`config.mk`:
```
export PLATFORM = sky130hd
export DESIGN_NAME = reset_sequencer_flat
export DESIGN_NICKNAME = d
export VERILOG_FILES = /design/src/rtl/reset_sequencer_if.sv /design/src/rtl/reset_sequencer.sv /design/src/flat_wrapper.sv
export SDC_FILE = /design/constraint.sdc
export NUM_CORES = 1
export LEC_CHECK = 0
export BUFFER_PORTS_ARGS = -buffer_cell sky130_fd_sc_hd__clkbuf_2
export CAP_MARGIN = 20
export CORE_MARGIN = 2
export CORE_UTILIZATION = 45
export DETAILED_ROUTE_END_ITERATION = 6
export PLACE_DENSITY_LB_ADDON = 0.08
export SYNTH_ARGS = -nofsm -noshare
export SYNTH_HDL_FRONTEND = slang
export SYNTH_SLANG_ARGS = --single-unit
```
`constraint.sdc`:
```
create_clock -name clk -period 2.15 [get_ports clk]
set_input_delay 0.5375 -clock clk [delete_from_list [all_inputs] [get_ports clk]]
set_output_delay 0.5375 -clock clk [all_outputs]
set_load 0.01 [all_outputs]
```
`src/rtl/reset_sequencer_if.sv`:
```
// Signal bundle between the reset sequencer and its environment.
// The slave side is the sequencer; the master side supplies qualifiers and observes the reset set.
interface reset_sequencer_if;
    logic       hard_resetn;
    logic       soft_reset_req;
    logic       periph_reset;
    logic       cpu_reset;
    logic       cpu_resetn;
    logic       seq_done;
    logic [7:0] lock_loss_count;
    logic [2:0] state_dbg;

    modport master (
        output hard_resetn,
        output soft_reset_req,
        input  periph_reset,
        input  cpu_reset,
        input  cpu_resetn,
        input  seq_done,
        input  lock_loss_count,
        input  state_dbg
    );

    modport slave (
        input  hard_resetn,
        input  soft_reset_req,
        output periph_reset,
        output cpu_reset,
        output cpu_resetn,
        output seq_done,
        output lock_loss_count,
        output state_dbg
    );
endinterface

```
`src/rtl/reset_sequencer.sv`:
```
// Ordered reset release: synchronise the lock/calibration qualifier, wait for it to be stable,
// free peripherals, then the CPU; supports CPU-only soft resets and counts lock losses.
module reset_sequencer #(
    parameter int SYNC_STAGES   = 2,
    parameter int STABLE_CYCLES = 1024,
    parameter int PERIPH_TO_CPU = 16,
    parameter int SOFT_CYCLES   = 32
) (
    input logic              clk,
    input logic              reset,
    reset_sequencer_if.slave rs
);
    localparam int MAX_A = (STABLE_CYCLES > PERIPH_TO_CPU) ? STABLE_CYCLES : PERIPH_TO_CPU;
    localparam int MAX_P = (MAX_A > SOFT_CYCLES) ? MAX_A : SOFT_CYCLES;
    localparam int CW    = $clog2(MAX_P) + 1;

    localparam logic [2:0] HOLD   = 3'd0;
    localparam logic [2:0] STABLE = 3'd1;
    localparam logic [2:0] PERIPH = 3'd2;
    localparam logic [2:0] RUN    = 3'd3;
    localparam logic [2:0] SOFT   = 3'd4;

    localparam logic [CW-1:0] STABLE_LAST = CW'(STABLE_CYCLES - 1);
    localparam logic [CW-1:0] PERIPH_LAST = CW'(PERIPH_TO_CPU - 1);
    localparam logic [CW-1:0] SOFT_LAST   = CW'(SOFT_CYCLES - 1);
    localparam logic [CW-1:0] CNT_ONE     = CW'(1);

    logic [SYNC_STAGES-1:0] sync_q, sync_d;
    logic [2:0]             state_q, state_d;
    logic [CW-1:0]          cnt_q, cnt_d;
    logic [7:0]             lock_loss_count_q, lock_loss_count_d;
    logic                   periph_reset_q, periph_reset_d;
    logic                   cpu_reset_q, cpu_reset_d;
    logic                   seq_done_q, seq_done_d;
    logic                   hs;

    assign sync_d = {sync_q[SYNC_STAGES-2:0], rs.hard_resetn};
    assign hs     = sync_q[SYNC_STAGES-1];

    always_comb begin
        state_d           = state_q;
        cnt_d             = cnt_q;
        lock_loss_count_d = lock_loss_count_q;
        // Losing the qualifier outranks soft requests and counter completion.
        if (state_q != HOLD && !hs) begin
            state_d = HOLD;
            cnt_d   = '0;
            if ((state_q == RUN || state_q == SOFT) && lock_loss_count_q != 8'hFF)
                lock_loss_count_d = lock_loss_count_q + 8'd1;
        end else begin
            case (state_q)
                HOLD: begin
                    cnt_d = '0;
                    if (hs) begin
                        if (STABLE_CYCLES == 1) begin
                            state_d = PERIPH;
                        end else begin
                            state_d = STABLE;
                            cnt_d   = CNT_ONE;
                        end
                    end
                end
                STABLE: begin
                    if (cnt_q == STABLE_LAST) begin
                        state_d = PERIPH;
                        cnt_d   = '0;
                    end else begin
                        cnt_d = cnt_q + CNT_ONE;
                    end
                end
                PERIPH: begin
                    if (cnt_q == PERIPH_LAST) begin
                        state_d = RUN;
                        cnt_d   = '0;
                    end else begin
                        cnt_d = cnt_q + CNT_ONE;
                    end
                end
                RUN: begin
                    if (rs.soft_reset_req) begin
                        state_d = SOFT;
                        cnt_d   = '0;
                    end
                end
                SOFT: begin
                    if (cnt_q == SOFT_LAST) begin
                        state_d = RUN;
                        cnt_d   = '0;
                    end else begin
                        cnt_d = cnt_q + CNT_ONE;
                    end
                end
                default: begin
                    state_d = HOLD;
                    cnt_d   = '0;
                end
            endcase
        end
        // Outputs are decoded from the next state so they move on the same edge as the state.
        periph_reset_d = (state_d == HOLD) || (state_d == STABLE);
        cpu_reset_d    = (state_d != RUN);
        seq_done_d     = (state_d == RUN);
    end

    always_ff @(posedge clk) begin
        if (reset) begin
            sync_q            <= '0;
            state_q           <= HOLD;
            cnt_q             <= '0;
            lock_loss_count_q <= 8'd0;
            periph_reset_q    <= 1'b1;
            cpu_reset_q       <= 1'b1;
            seq_done_q        <= 1'b0;
        end else begin
            sync_q            <= sync_d;
            state_q           <= state_d;
            cnt_q             <= cnt_d;
            lock_loss_count_q <= lock_loss_count_d;
            periph_reset_q    <= periph_reset_d;
            cpu_reset_q       <= cpu_reset_d;
            seq_done_q        <= seq_done_d;
        end
    end

    assign rs.periph_reset    = periph_reset_q;
    assign rs.cpu_reset       = cpu_reset_q;
    assign rs.cpu_resetn      = ~cpu_reset_q;
    assign rs.seq_done        = seq_done_q;
    assign rs.lock_loss_count = lock_loss_count_q;
    assign rs.state_dbg       = state_q;
endmodule

```
`src/flat_wrapper.sv`:
```
// flat-port wrapper written by rule: the top's interface ports become plain ports
module reset_sequencer_flat 
#(
    parameter int SYNC_STAGES   = 2,
    parameter int STABLE_CYCLES = 1024,
    parameter int PERIPH_TO_CPU = 16,
    parameter int SOFT_CYCLES   = 32
)
  (clk, reset, rs_hard_resetn, rs_soft_reset_req, rs_periph_reset, rs_cpu_reset, rs_cpu_resetn, rs_seq_done, rs_lock_loss_count, rs_state_dbg);
  reset_sequencer_if rs_i ();
  input logic clk;
  input logic reset;
  input wire logic [$bits(rs_i.hard_resetn)-1:0] rs_hard_resetn;
  input wire logic [$bits(rs_i.soft_reset_req)-1:0] rs_soft_reset_req;
  output wire logic [$bits(rs_i.periph_reset)-1:0] rs_periph_reset;
  output wire logic [$bits(rs_i.cpu_reset)-1:0] rs_cpu_reset;
  output wire logic [$bits(rs_i.cpu_resetn)-1:0] rs_cpu_resetn;
  output wire logic [$bits(rs_i.seq_done)-1:0] rs_seq_done;
  output wire logic [$bits(rs_i.lock_loss_count)-1:0] rs_lock_loss_count;
  output wire logic [$bits(rs_i.state_dbg)-1:0] rs_state_dbg;
  assign rs_i.hard_resetn = rs_hard_resetn;
  assign rs_i.soft_reset_req = rs_soft_reset_req;
  assign rs_periph_reset = rs_i.periph_reset;
  assign rs_cpu_reset = rs_i.cpu_reset;
  assign rs_cpu_resetn = rs_i.cpu_resetn;
  assign rs_seq_done = rs_i.seq_done;
  assign rs_lock_loss_count = rs_i.lock_loss_count;
  assign rs_state_dbg = rs_i.state_dbg;
  reset_sequencer #(.SYNC_STAGES(SYNC_STAGES), .STABLE_CYCLES(STABLE_CYCLES), .PERIPH_TO_CPU(PERIPH_TO_CPU), .SOFT_CYCLES(SOFT_CYCLES)) u_core (.clk(clk), .reset(reset), .rs(rs_i));
endmodule
```
==> metrics.csv, run 1 <==
stage;metric;value;unit
worst_setup_path;crit path DAT;2.17;ns
worst_setup_path;FF-to-FF End;u_core.cnt_q[9];
placed_design;Final Wtd Congestion;0.837;
cts;CTS tree;done;
die;number of core rows;20;
global_routing;number of global-route vias before repair;1195;
timing;final hold vios;0;
cts;clk_lat worst skew;0.32;ns
cts;CTS H-tree depth;1;
die;Die Wd;61.1;um
yosys;cell area after synthesis;1470;um^2
worst_setup_path;cells on worst reg2reg path;5;
worst_setup_path;crit path from;u_core.rs.state_dbg[1];
cells_and_area;Fillers;321;
die;total core area;3080;um^2
cells_and_area;commonest non-fill, non-tap cell in the layout;dfxtp_1;
route;antenna-violating nets left;0;
power_and_ir_drop;leakage;0.567;nW
worst_setup_path;R2R Setup Slk;0.23;ns
timing;Final WS setup;0.230;ns
worst_setup_path;CP peak stage delay;0.61;ns
route;routed vias/inst;5.88;
worst_setup_path;CP max-delay cell;dfxtp_1;
timing;RSZ-0062 raised after global routing;no;
worst_setup_path;Largest delay share family, worst path;flip-flops;
cells_and_area;layout cells sized above 1;20.0;%
cts;Reg clk slew, reported paths;0.15;ns
cts;clock sink count;27;
global_routing;grt ovf;0;
placed_design;Port Buffer Count;18;
route;initial DRC count;107;
yosys;Synth async-reset ratio;0;%
yosys;top cell type by total area after synthesis;dfxtp_1;
timing;setup total negative slack;0;ns
global_routing;first-pass GRT wire length;5.52;mm
yosys;Primary FF master, synth;dfxtp_1;
timing;Slew @ Worst Pin;0.492;ns
power_and_ir_drop;total power;0.775;mW
cts;CTS Hold Buffers Added;0;
yosys;number of synthesized flops with an enable pin;0;
cts;Setup Buffers After CTS;0;
timing;final slew viol count;0;
min_path;Hold Path Sink;u_core.sync_q[0];
route;DR vias;1346;
worst_setup_path;Crit path buffers/inverters;1;
cells_and_area;diode count;0;
global_routing;Overall Global Routing Usage;19.5;%
cells_and_area;Layout area overhead;9.99;%
global_routing;largest net degree at the start of global routing;24;
cts;# resized after CTS;0;
placed_design;DP HPWL;2.27;mm
yosys;syn_area_per_cell;8.52;um^2
die;Die Height;61.1;um
cts;Max clock buf depth;2;
route;WL/cell;14.1;um
yosys;sequential area share after synthesis;36.9;%
run;max cap viols;0;
min_path;WHS Path Cells;2;
timing;Max Clock Freq;0.521;GHz
cells_and_area;multi-input logic area;847;um^2
worst_setup_path;Critical Path Fanout Max;15;
timing;crit path time final;1.92;ns
worst_setup_path;Cell Chain, Critical Path;or3b_2, a41oi_1, a211oi_2, buf_4, a211oi_1;
die;Initial Utilization;47.6;%
cells_and_area;Net count, final;192;
placed_design;DP Worst Slack;0.288;ns
yosys;Netlist cell types;48;
worst_setup_path;worst path required time;2.40;ns
cts;Root Buffer;clkbuf_4;
worst_setup_path;CP endpoint kind;flip-flop;
global_routing;initial antenna violation count;0;
route;drt drc;0;
placed_design;dpl cells;225;
cells_and_area;Reg area;541;um^2
run_status;outcome;finished clean;
timing;worst-case clock skew;0.00917;ns
yosys;Synth Register Bits;27;
worst_setup_path;critical path class;flip-flop to flip-flop;
worst_setup_path;Crit. path cell count;5;
min_path;HP Class;input pin to flip-flop;
route;DR pass1 iterations;4;
yosys;synth warn;0;
timing;slew margin rel.;67.2;%
cells_and_area;commonest cells after routing, fill and taps aside;dfxtp_1, clkbuf_2, a21oi_1;
cells_and_area;final core occ;52.4;%
yosys;Mapped Cells;172;
yosys;top post-synthesis cells by area;dfxtp_1, a21oi_1, a211oi_1;
power_and_ir_drop;pwr dens;481;nW/um^2
power_and_ir_drop;Peak VDD IR;0.264;mV
timing;final setup violation count;0;
timing;Tcrit/Tclk final;89.3;%
yosys;Synth Net Count;178;
die;num ports;19;
yosys;post-synth top area share;36.9;%
min_path;hold_sp;rs_hard_resetn;
worst_setup_path;CP Launch Type;flip-flop;
cells_and_area;Final Non-Filler Cells;229;
route;Routed WL;3.22;mm
cts;cts bufs inserted;3;
worst_setup_path;Critical R2R Launch;u_core.rs.state_dbg[1];
die;die area;3730;um^2
==> area by class of cell <==
cell class	count	area share, %
timing repair buffer	22	7.45
inverter	6	1.40
tap	44	3.42
sequential	27	33.5
clock buffer	4	1.63
multi-input combinational	126	52.6
==> cell usage after synthesis, types with 2 or more instances <==
cell type   n
nand3_1     8
or3b_2      2
a21oi_1    15
or4_1       3
or2_2       2
o21bai_1    3
ha_1        2
nand4_1     7
or3_1       2
dfxtp_1    27
a31oi_1     4
nor2_1      8
clkbuf_1    8
and4_1      4
o31ai_1     2
xor2_1      4
nand3b_1    2
a211oi_1    9
nor3_1      2
and2_1      2
inv_1       6
nand2_1     9
buf_2       5
nor2b_1     4
a31o_2      4
and3_1      2
a41oi_1     2
o21ai_0     4
==> logic make-up after synthesis <==
group	synth area share, %
DFF	36.9
xor gates and xnor gates	2.99
adders and majority gates	2.39
and+or+nand+nor	26.2
buffers and inverters	5.29
AOI/OAI and AO/OA	26.2
==> layer usage <==
layer / vias up / part of all wire [%] / GRT usage [%]
met4: 0 / 0.96 / 5.59
met1: 634 / 49 / 27.6
met2: 28 / 45 / 29.6
met5: - / 0 / 0
li1: 680 / - / -
met3: 4 / 4.5 / 4.41
==> worst max-delay path by stage <==
stage	to	slack (ns)
2_1_floorplan	u_core.cnt_q[10]	0.36
6_report	u_core.cnt_q[9]	0.23
3_5_place_dp	u_core.cnt_q[9]	0.29
3_3_place_gp	u_core.cnt_q[9]	0.33
4_1_cts	u_core.cnt_q[9]	0.25
5_1_grt	u_core.cnt_q[3]	0.06
==> through the flow <==
step           hold WS, ns  area [um^2]
3_3_place_gp         0.421         1590
4_1_cts              0.443         1610
2_1_floorplan        0.414         1470
5_1_grt              0.440         1610
3_5_place_dp         0.428         1590
6_report             0.440         1610
==> worst reg2reg max path, stage by stage (launching register included) <==
cell and delay [ns]:
dfxtp_1 0.61, or3b_2 0.49, a41oi_1 0.25, a211oi_2 0.08, buf_4 0.17, a211oi_1 0.25
==> sequential cells by signal, indices dropped and copies added, names as in the netlist <==
name,cells
u_core.cnt_q,11
u_core.rs.cpu_reset,1
u_core.rs.lock_loss_count,8
u_core.rs.periph_reset,1
u_core.rs.seq_done,1
u_core.rs.state_dbg,3
u_core.sync_q,2
==> power breakdown <==
group          internal (mW)  switching, mW
clock                 0.0726          0.148
combinational         0.0191         0.0229
sequential             0.505        0.00777
total                  0.597          0.179
Power figures use the tool's default switching activity.
==> run 2, diff against run 1 <==
Settings changed: CORE_UTILIZATION 45 to 40.
==> metrics.csv, run 2 (synthesis gave the netlist of run 1 again) <==
stage;metric;value;unit;change
cts;Root Buffer;clkbuf_4;;
cells_and_area;layout cells sized above 1;20.9;%;+0.86 points
power_and_ir_drop;pwr dens;476;nW/um^2;-1.1%
timing;final setup violation count;0;;unchanged
cts;Setup Buffers After CTS;0;;unchanged
route;WL/cell;14.2;um;+1.2%
route;DR vias;1353;;+0.52%
placed_design;DP HPWL;2.39;mm;+5.3%
worst_setup_path;critical path class;flip-flop to flip-flop;;
timing;slew margin rel.;64.1;%;-3.1 points
route;routed vias/inst;5.81;;-1.2%
die;num ports;19;;unchanged
power_and_ir_drop;Peak VDD IR;0.215;mV;-18%
worst_setup_path;CP max-delay cell;dfxtp_1;;
cts;CTS tree;done;;
worst_setup_path;CP endpoint kind;flip-flop;;
cells_and_area;commonest non-fill, non-tap cell in the layout;dfxtp_1;;
route;initial DRC count;107;;unchanged
timing;setup total negative slack;0;ns;unchanged
route;antenna-violating nets left;0;;unchanged
run;max cap viols;0;;unchanged
die;total core area;3420;um^2;+11%
route;drt drc;0;;unchanged
timing;RSZ-0062 raised after global routing;no;;
timing;final slew viol count;0;;unchanged
worst_setup_path;Critical Path Fanout Max;15;;unchanged
global_routing;first-pass GRT wire length;5.87;mm;+6.4%
cells_and_area;Net count, final;194;;+1.0%
timing;final hold vios;0;;unchanged
min_path;WHS Path Cells;2;;unchanged
timing;Fin Hold WS;0.414;ns;-0.0259 ns
cts;CTS Hold Buffers Added;0;;unchanged
worst_setup_path;CP peak stage delay;0.62;ns;about the same
timing;Max Clock Freq;0.504;GHz;-3.2%
run_status;outcome;finished clean;;
cts;clk_lat worst skew;0.32;ns;about the same
global_routing;grt ovf;0;;unchanged
worst_setup_path;cells on worst reg2reg path;4;;-1
global_routing;number of global-route vias before repair;1232;;+3.1%
die;number of core rows;21;;+5.0%
placed_design;Final Wtd Congestion;0.784;;-6.4%
timing;worst-case clock skew;0.00129;ns;-0.00788 ns
timing;Slew @ Worst Pin;0.539;ns;+0.0466 ns
cells_and_area;final core occ;47.9;%;-4.4 points
route;Routed WL;3.32;mm;+3.0%
timing;Tcrit/Tclk final;92.3;%;+3.0 points
worst_setup_path;worst path required time;2.39;ns;about the same
cells_and_area;diode count;0;;unchanged
die;die area;4160;um^2;+12%
worst_setup_path;CP Launch Type;flip-flop;;
cts;clock sink count;27;;unchanged
cells_and_area;max reg flops;11;;unchanged
global_routing;Overall Global Routing Usage;17.5;%;-2.0 points
cts;Reg clk slew, reported paths;0.14;ns;about the same
placed_design;dpl cells;229;;+1.8%
cells_and_area;Layout area overhead;11.7;%;
cts;# resized after CTS;0;;unchanged
power_and_ir_drop;leakage;0.583;nW;+2.7%
global_routing;initial antenna violation count;0;;unchanged
worst_setup_path;crit path DAT;2.23;ns;+0.06 ns
cts;cts bufs inserted;3;;unchanged
cells_and_area;Fillers;352;;+9.7%
die;Initial Utilization;42.9;%;-4.7 points
cells_and_area;Final Non-Filler Cells;233;;+1.7%
cells_and_area;Most flops, register;u_core.cnt_q;;
worst_setup_path;Cell Chain, Critical Path;or3b_2, a41oi_1, a21oi_1, a221oi_1;;
cells_and_area;commonest cells after routing, fill and taps aside;dfxtp_1, clkbuf_2, a21oi_1;;
global_routing;largest net degree at the start of global routing;24;;unchanged
placed_design;Port Buffer Count;18;;unchanged
min_path;HP Class;input pin to flip-flop;;
timing;crit path time final;1.98;ns;+0.0642 ns
cts;CTS H-tree depth;1;;unchanged
route;DR pass1 iterations;4;;unchanged
die;Die Height;64.5;um;+5.7%
die;Die Wd;64.5;um;+5.7%
cts;Max clock buf depth;2;;unchanged
run 2: cell type report:
type / instances / area [um^2] / share of cell area, %
Clock buffer: 4 / 26.3 / 1.61
Inverter: 6 / 22.5 / 1.38
Multi-Input combinational cell: 126 / 855 / 52.2
Sequential cell: 27 / 541 / 33.0
Tap cell: 46 / 57.6 / 3.52
Timing Repair Buffer: 24 / 135 / 8.26
run 2: through the flow:
| step | power (mW) | worst slack (ns) | area (um^2) |
|---|---|---|---|
| floorplan | 0.551 | 0.364 | 1470 |
| global placement | 0.565 | 0.249 | 1600 |
| detailed placement | 0.566 | 0.156 | 1600 |
| CTS | 0.785 | 0.141 | 1630 |
| global route | 0.820 | 0.0143 | 1640 |
| finish | 0.779 | 0.165 | 1640 |
run 2: where the power goes:
part           switching [mW]  internal [mW]  leakage [nW]  total, mW
sequential            0.00709          0.505         0.218      0.512
combinational          0.0239         0.0196         0.350     0.0435
clock                   0.151         0.0727        0.0150      0.223
run 2: worst paths after layout:
path | start | endpoint | slack [ns]
min reg2reg | u_core.sync_q[0] | u_core.sync_q[1] | 0.46
max | u_core.rs.state_dbg[1] | u_core.cnt_q[8] | 0.17
min | rs_hard_resetn | u_core.sync_q[0] | 0.41
max reg2reg | u_core.rs.state_dbg[1] | u_core.cnt_q[8] | 0.17
run 2: critical path: cells and delay by family, from the launching register on:
family | cells | cell delay [ns]
simple gates | 1 | 0.50
flops | 1 | 0.62
compound gates | 3 | 0.79
run 2: layer usage:
metal	routed length, um	track usage (%)	up-vias	part of all wire (%)
met5	0	0	-	0
met4	20	6.65	0	0.60
met3	115	1.56	2	3.5
met2	1540	27.3	22	47
met1	1640	24.9	646	49
li1	-	-	683	-
